### src/rtl/stopwatch_timebase.sv
// Stopwatch timebase: divides the system clock to a 10 ms tick and keeps
// elapsed time as four BCD digits SS.CC, cleared/held/advanced by the control state.
module stopwatch_timebase #(
  parameter int DIV   = 1_000_000,
  parameter int DIV_W = 20
) (
  input  logic       clk,
  input  logic       rst_n,
  input  logic [1:0] state,
  output logic [3:0] sec_tens,
  output logic [3:0] sec_ones,
  output logic [3:0] cs_tens,
  output logic [3:0] cs_ones,
  output logic       tick,
  output logic       wrap
);

  localparam logic [1:0]       ST_IDLE  = 2'd0;
  localparam logic [1:0]       ST_COUNT = 2'd2;
  localparam logic [DIV_W-1:0] DIV_LAST = DIV_W'(DIV - 1);

  logic [DIV_W-1:0] div_q, div_d;
  logic [15:0]      digits_q, digits_d;
  logic             tick_q, tick_d;
  logic             wrap_q, wrap_d;

  // One-centisecond BCD increment; MSB of the result flags the 59.99 -> 00.00 rollover.
  function automatic logic [16:0] bcd_inc(input logic [15:0] d);
    logic [3:0] st, so, ct, co;
    logic       w;
    {st, so, ct, co} = d;
    w = 1'b0;
    if (co == 4'd9) begin
      co = 4'd0;
      if (ct == 4'd9) begin
        ct = 4'd0;
        if (so == 4'd9) begin
          so = 4'd0;
          if (st == 4'd5) begin
            st = 4'd0;
            w  = 1'b1;
          end else begin
            st = st + 4'd1;
          end
        end else begin
          so = so + 4'd1;
        end
      end else begin
        ct = ct + 4'd1;
      end
    end else begin
      co = co + 4'd1;
    end
    return {w, st, so, ct, co};
  endfunction

  // STOP and the reserved code fall through to the default: everything holds.
  always_comb begin
    div_d    = div_q;
    digits_d = digits_q;
    tick_d   = 1'b0;
    wrap_d   = 1'b0;
    case (state)
      ST_IDLE: begin
        div_d    = '0;
        digits_d = '0;
      end
      ST_COUNT: begin
        if (div_q == DIV_LAST) begin
          div_d              = '0;
          {wrap_d, digits_d} = bcd_inc(digits_q);
          tick_d             = 1'b1;
        end else begin
          div_d = div_q + DIV_W'(1);
        end
      end
      default: ;
    endcase
  end

  always_ff @(posedge clk or negedge rst_n) begin
    if (!rst_n) begin
      div_q    <= '0;
      digits_q <= '0;
      tick_q   <= 1'b0;
      wrap_q   <= 1'b0;
    end else begin
      div_q    <= div_d;
      digits_q <= digits_d;
      tick_q   <= tick_d;
      wrap_q   <= wrap_d;
    end
  end

  assign {sec_tens, sec_ones, cs_tens, cs_ones} = digits_q;
  assign tick = tick_q;
  assign wrap = wrap_q;

endmodule

### config.mk
export PLATFORM = sky130hd
export DESIGN_NAME = stopwatch_timebase
export DESIGN_NICKNAME = d
export VERILOG_FILES = /design/src/rtl/stopwatch_timebase.sv
export SDC_FILE = /design/constraint.sdc
export NUM_CORES = 1
export LEC_CHECK = 0
export CAP_MARGIN = 10
export CORE_ASPECT_RATIO = 0.5
export CORE_MARGIN = 2
export CORE_UTILIZATION = 35
export DETAILED_ROUTE_END_ITERATION = 16
export PLACE_DENSITY = 0.6
export SKIP_CTS_REPAIR_TIMING = 1
export SYNTH_ARGS = -nofsm -noshare
export SYNTH_HDL_FRONTEND = slang
export SYNTH_SLANG_ARGS = --single-unit
export TNS_END_PERCENT = 20
### constraint.sdc
create_clock -name clk -period 2.44 [get_ports clk]
set_input_delay 0.366 -clock clk [delete_from_list [all_inputs] [get_ports clk]]
set_output_delay 0.366 -clock clk [all_outputs]
set_load 0.1 [all_outputs]
### Yosys cells after proc, flatten, opt, wreduce, memory -nomap -nowiden

Cells that the tools add are included.

* eq/ne operators: 10
* mux-type cells: 22
* add/sub/neg operators: 5
* reduce and logical (&&, ||, !) cells: 6

Operator list (count)
* $mux 4: 10
* $pmux 20 s2: 1
* $pmux 16 s2: 1
* $add 20x1->20 const B: 1
* $eq 20x20->1 const B: 1
* $mux 20: 1
* $add 4x1->4 const B: 4
* $mux 16: 1
* $eq 4x4->1 const B: 3
* $mux 1: 8
* $ne 2x2->1 const B: 4
* $reduce_and 5->1: 1
* $eq 4x3->1 const B: 1
* $reduce_and 4->1: 1
* $reduce_and 3->1: 1
* $eq 2x2->1 const B: 1
* $logic_not 2->1: 1
* $reduce_and 2->1: 1
* $reduce_bool 2->1: 1

* register bits: 38
* output and inout port bits: 18
* input bits: 4
* logic and storage cells: 50

### Longest topological paths before layout

Gate-level depths: netlist of the first run.

* depth in word-level cells: 7
* mapped depth: 8
* gate-level depth less buffers: 7

### Worst setup path after synthesis of the first run

Ideal clock, no wire load.

* path kind: reg2reg
* start: register digits_q[0]
* end: register digits_q[15]
* cell stages (with the launch flop): 8
* data required time: 2.277 ns
* period minus slack after synthesis: 2.402 ns
* library setup time: 0.163 ns
* path buffers: 1
* setup slack: 0.038 ns
* arrival: 2.239 ns
* cells stage by stage: dfrtp_1 ha_1 and3b_1 clkbuf_2 nand4_1 o21a_1 o31ai_1 o41ai_1

* cells in the longest elaborated chain, start to end: 3

RTL lines
* from (decl): line 23 `logic [15:0] digits_q, digits_d;`
* from (signal assigned): line 89 `digits_q <= digits_d;`
* $eq 4x4->1: line 33 `if (co == 4'd9) begin`
* $ne 2x2->1 (no source line)
* $reduce_and 5->1 (no source line)

Every way passes these cells.
A chain may end at the register's enable or synchronous reset.

### Worst setup path after layout of the first run

Same ends and word-level chain as after synthesis.

==> flow_metrics.py, run 1 <==
metrics = {
    "status": {
        "status": "finished clean",
    },
    "placement": {
        "dp_hpwl_um": 3910,
        "place_area_um2": 2570,
        "place_congestion": 0.816,
        "dp_slack_ns": 0.319,
        "placement.io_buffers": 21,
        "place_inst": 352,
    },
    "synthesis": {
        "synth_edf_count": 0,
        "ys_ff_latch": 38,
        "ys_types": 55,
        "async_reset_ff_share_pct": 100,
        "synth.top_cells.by_count": "38 x dfrtp_1, 29 x nand2_1, 22 x nand3_1",
        "syn_avg_cell_area_um2": 9.35,
        "ys.flop_type": "dfrtp_1",
        "synthCells": 248,
        "netlist_area_um2": 2320,
        "yosysSeqAreaShare_pct": 41.0,
        "synth_top_cell_by_area": "dfrtp_1",
        "synth_top_cells_by_area": "dfrtp_1 41%, ha_1 4.9%, nand3_1 4.7%",
        "syn_nets": 261,
        "synth.most_common_cell": "dfrtp_1",
        "synthDominantCellAreaShare_pct": 41.0,
        "ys.warnings.count": 0,
    },
    "route": {
        "firstDrtPassIters": 4,
        "via_count": 1996,
        "wl_met3_um": 233,
        "drc": 0,
        "route.met2.wl_um": 2460,
        "wl_per_cell_um": 15.7,
        "wirelength_um": 5620,
        "wl_met1_um": 2880,
        "top_layer": "met4",
        "drtIter0Drc": 128,
        "via_per_inst": 5.56,
        "detail-route-antenna-nets": 0,
    },
    "cts": {
        "cts_buffer_depth": 2,
        "cts_tree": "done",
        "root_buffer": "clkbuf_16",
        "h-tree-depth": 2,
        "insertion_delay_ns": 0.27,
        "cts_sinks": 38,
        "cts_buffers": 5,
        "clkTransAtPathRegs_ns": 0.06,
    },
    "sta": {
        "setup_slack_ns": 0.276,
        "fin_tns_setup_ns": 0,
        "setup_viol": 0,
        "fmax_mhz": 462,
        "max_slew_margin_pct": 41.9,
        "post-route-period-util_pct": 88.7,
        "rsz0062_at_grt": "no",
        "finalMaxSlewViolations": 0,
        "finalHoldViolCount": 0,
        "finClkSkew_ns": 0.00328,
        "fin_crit_ns": 2.16,
        "worst_pin_slew_ns": 0.871,
    },
    "pwr": {
        "p_leak_uw": 0.00115,
        "ir_drop_uv": 231,
        "p_clk_share_pct": 41.5,
        "powerDensity_nw_per_um2": 545,
        "seqPwrFrac_pct": 45.7,
        "p_comb_share_pct": 12.7,
        "switching_share_pct": 26.9,
        "power.switching_uw": 397,
        "internal-power_uw": 1080,
    },
    "global_route": {
        "grt_pass1_wl_um": 9640,
        "grt_start_max_net_pins": 39,
        "grt_overflow": 0,
        "first_global_vias": 1877,
        "antenna_found_initial": 0,
        "grt_use_total_pct": 16.6,
    },
    "floorplanning": {
        "chipHeight_um": 61.6,
        "initial_core_util_pct": 37.2,
        "dieWidth_um": 119,
        "die_area_um2": 7330,
        "rows": 20,
        "ioPinCount": 22,
        "core_um2": 6230,
    },
    "min_path": {
        "hold_class": "primary input to async pin",
    },
    "layout": {
        "fillers": 592,
        "drive_gt1_share_pct": 17.7,
        "multi_input_area_um2": 1280,
        "seq_area_um2": 951,
        "fin_cells": 359,
        "fin_area_um2": 2700,
        "nets": 284,
        "antenna_cells": 0,
        "syn2layout_area_growth_pct": 16.5,
    },
    "worst_setup_path": {
        "crit_fanout": 8,
        "worst-endpoint-arrival_ns": 2.32,
        "end_kind": "register",
        "cp-start-kind": "register",
        "criticalPathCategory": "register to register",
        "crit_required_ns": 2.59,
    },
    "flow_run": {
        "drv_cap": 0,
    },
}
## kinds of logic (layout without fill, tap and decap cells)
| kind of cell | Yosys count | in the layout | share of synthesized area, % |
|---|---|---|---|
| buffers and inverters | 18 | 41 | 3.99 |
| adders and majority gates | 9 | 9 | 4.85 |
| and+or+nand+nor | 120 | 120 | 28.9 |
| DFF | 38 | 38 | 41.0 |
| xor gates and xnor gates | 1 | 1 | 0.378 |
| muxes | 7 | 7 | 3.24 |
| AOI/OAI and AO/OA | 55 | 55 | 17.7 |
## state kept, by name (all words and copies together) (netlist names)
name	flops
digits_q	16
div_q	20
tick	1
wrap	1
## metrics by stage
step                      total power, uW  hold slack (ns)  util (%)
after floorplan                       811           0.0704         -
after global placement                869            0.505      41.2
after detailed placement              872            0.508      41.2
after CTS                            1480            0.246      43.4
after global routing                 1530            0.291      43.4
final                                1470            0.208      43.4
## cells in the final DEF (no fill, tap or decap), types with 4 or more instances in the layout
| cell | count |
|---|---|
| a22o_1 | 5 |
| o21ai_0 | 13 |
| o41ai_1 | 5 |
| nor3_1 | 9 |
| o31ai_1 | 4 |
| inv_1 | 7 |
| a21o_1 | 4 |
| dfrtp_1 | 38 |
| buf_4 | 24 |
| nor2_1 | 18 |
| o311ai_0 | 4 |
| nand4_1 | 11 |
| nand3_1 | 22 |
| nand2_1 | 29 |
| clkbuf_16 | 5 |
| ha_1 | 9 |
| mux2_2 | 4 |
## worst max-delay path, stage by stage, from the launching register on
cell	delay, ns
dfrtp_1	0.48
ha_1	0.19
and3b_1	0.42
nand4_1	0.27
a21o_1	0.31
o41ai_1	0.37
## final timing paths
path,cells after the start,slack (ns),endpoint,start
min reg2reg,1,0.51,div_q[2],div_q[2]
max reg2reg,5,0.28,digits_q[15],digits_q[0]
max,5,0.28,digits_q[15],digits_q[0]
min,1,0.21,digits_q[0],rst_n
max in group asynchronous,1,1.69,div_q[11],rst_n
min in group clk,1,0.51,div_q[2],div_q[2]
## per-layer routing
| layer | vias to the layer above | track usage [%] |
|---|---|---|
| met2 | 46 | 25.5 |
| li1 | 988 | - |
| met1 | 955 | 24.4 |
| met4 | 0 | 5.27 |
| met3 | 7 | 2.59 |
| met5 | - | 0 |
## final cells by class
type                       count  area share (%)
multi-input combinational    192            47.2
clock buffer                   7            4.91
tap                           88            4.08
timing repair buffer          27            7.60
sequential                    38            35.2
inverter                       7           0.973
## power groups by stage
stage,combinational (uW),sequential [uW],clock [uW]
2_1_floorplan,66.3,745,0
3_3_place_gp,186,682,0
3_5_place_dp,189,684,0
4_1_cts,189,672,623
5_1_grt,202,677,654
6_report,187,673,611
Note: power is estimated with default switching activity, not from simulation.
==> run 2, diff against run 1 <==
==> constraint.sdc (replaced) <==
create_clock -name clk -period 2.1 [get_ports clk]
set_input_delay 0.315 -clock clk [delete_from_list [all_inputs] [get_ports clk]]
set_output_delay 0.315 -clock clk [all_outputs]
set_load 0.1 [all_outputs]
==> run 2 against run 1 <==
Against the previous run:
- total power grew 18%
- sequential share of layout area shrank 1.4 points
- final cell count grew 4.7%
- critical path depth grew 1
- non-clock buffer count grew 16
- die area is the same
- register-to-register slack lost 0.11 ns
- largest cell class unchanged
- largest power group unchanged
- highest routed layer unchanged
==> flow_metrics.py, run 2 (same netlist as run 1, synthesis figures left out) <==
metrics = {
    "status": {
        "status": "finished clean",
    },
    "sta": {
        "fin_crit_ns": 1.93,
        "setup_viol": 0,
        "post-route-period-util_pct": 92.0,
        "rsz0062_at_grt": "no",
        "max_slew_margin_pct": 63.5,
        "finClkSkew_ns": 0.00391,
        "worst_pin_slew_ns": 0.543,
        "finalHoldViolCount": 0,
        "finalMaxSlewViolations": 0,
        "fmax_mhz": 517,
        "fin_tns_setup_ns": 0,
    },
    "worst_setup_path": {
        "rr_endpoint": "digits_q[7]",
        "worst-endpoint-arrival_ns": 2.14,
        "crit_required_ns": 2.30,
        "critPathLaunch": "div_q[0]",
        "cp.depth": 6,
        "worst_path_max_delay_cell": "or4_4",
        "cp-start-kind": "register",
        "crit_fanout": 7,
        "end_kind": "register",
        "reg2reg_slack_ns": 0.17,
        "crit_buf_inv": 0,
        "crit_chain": "ha_1, and3_2, and4_2, nand3_4, or4_4, o211ai_2",
        "r2r_start": "div_q[0]",
        "slowest_delay_ns": 0.52,
        "crit_path_end": "digits_q[7]",
        "reg2reg_depth": 6,
        "cp_top_family": "simple AND/OR/NAND/NOR gates",
        "criticalPathCategory": "register to register",
    },
    "cts": {
        "cts_sinks": 38,
        "cts_buffer_depth": 2,
        "root_buffer": "clkbuf_16",
        "cts_buffers": 5,
        "clkTransAtPathRegs_ns": 0.06,
        "cts_tree": "done",
        "h-tree-depth": 2,
        "insertion_delay_ns": 0.28,
    },
    "layout": {
        "final_cell_mix": "39 x buf_4, 31 x dfrtp_1, 29 x nand2_1",
        "largest_reg_flops": 20,
        "syn2layout_area_growth_pct": 22.3,
        "seq_area_um2": 960,
        "nets": 300,
        "fin_area_um2": 2840,
        "drive_gt1_share_pct": 24.7,
        "final_common_cell": "buf_4",
        "multi_input_area_um2": 1280,
        "largestRegisters": "div_q x20, digits_q x16",
        "fillers": 598,
        "antenna_cells": 0,
        "regMostFlops": "div_q",
    },
    "pwr": {
        "powerDensity_nw_per_um2": 610,
        "ir_drop_uv": 306,
        "p_leak_uw": 0.00122,
    },
    "floorplanning": {
        "die_area_um2": 7330,
        "dieWidth_um": 119,
        "chipHeight_um": 61.6,
        "core_um2": 6230,
        "initial_core_util_pct": 37.2,
        "ioPinCount": 22,
        "rows": 20,
    },
    "route": {
        "wirelength_um": 5660,
        "wl_per_cell_um": 15.0,
        "via_count": 2075,
        "drc": 0,
        "detail-route-antenna-nets": 0,
        "via_per_inst": 5.52,
        "drtIter0Drc": 97,
        "firstDrtPassIters": 4,
    },
    "placement": {
        "place_area_um2": 2690,
        "placement.io_buffers": 21,
        "dp_hpwl_um": 4200,
        "place_congestion": 0.816,
    },
    "flow_run": {
        "drv_cap": 0,
    },
    "global_route": {
        "first_global_vias": 1884,
        "grt_pass1_wl_um": 9520,
        "grt_overflow": 0,
        "grt_start_max_net_pins": 18,
        "grt_use_total_pct": 16.6,
        "antenna_found_initial": 0,
    },
    "min_path": {
        "hold_class": "primary input to async pin",
    },
}
run 2: stage by stage:
stage                     utilization [%]  hold slack, ns  setup WS [ns]  cells  total power [uW]
final                                45.5           0.457          0.167    376              1730
after global routing                 45.5           0.490         0.0509    376              1800
after CTS                            45.4         -0.0819          0.105    375              1740
after detailed placement             43.2           0.222          0.115    367              1030
after global placement               43.2           0.218          0.144    367              1020
after floorplan                         -          0.0194        0.00134    248               944
run 2: worst min path at each step:
stage / to / cells past startpoint / slack, ns / start
after global routing: digits_q[0] / 2 / 0.49 / rst_n
after global placement: digits_q[0] / 1 / 0.22 / rst_n
after detailed placement: digits_q[0] / 1 / 0.22 / rst_n
after CTS: wrap / 1 / -0.08 / rst_n
after floorplan: digits_q[0] / 0 / 0.02 / rst_n
final: digits_q[0] / 2 / 0.46 / rst_n
run 2: layer usage:
metal  part of all wire [%]  up-vias  GRT usage [%]
met5                      0        -              0
met4                    1.1        0           6.63
met3                    2.4        6           2.87
met2                     45       26           26.3
met1                     52     1020           23.3
li1                       -     1023              -
run 2: power by group:
| part | internal (uW) | switching [uW] | leakage [uW] | total (uW) |
|---|---|---|---|---|
| sequential | 755 | 28.2 | 0.000515 | 784 |
| clock | 441 | 278 | 0.0000652 | 720 |
| combinational | 69.8 | 159 | 0.000636 | 228 |
run 2: final cells by class:
| class | count | share of cell area, % |
|---|---|---|
| inverters | 7 | 0.926 |
| flip-flops and latches | 38 | 33.8 |
| clock buffers | 8 | 4.81 |
| multi-input cells | 192 | 45.0 |
| repair buffers | 43 | 11.6 |
| well taps | 88 | 3.88 |
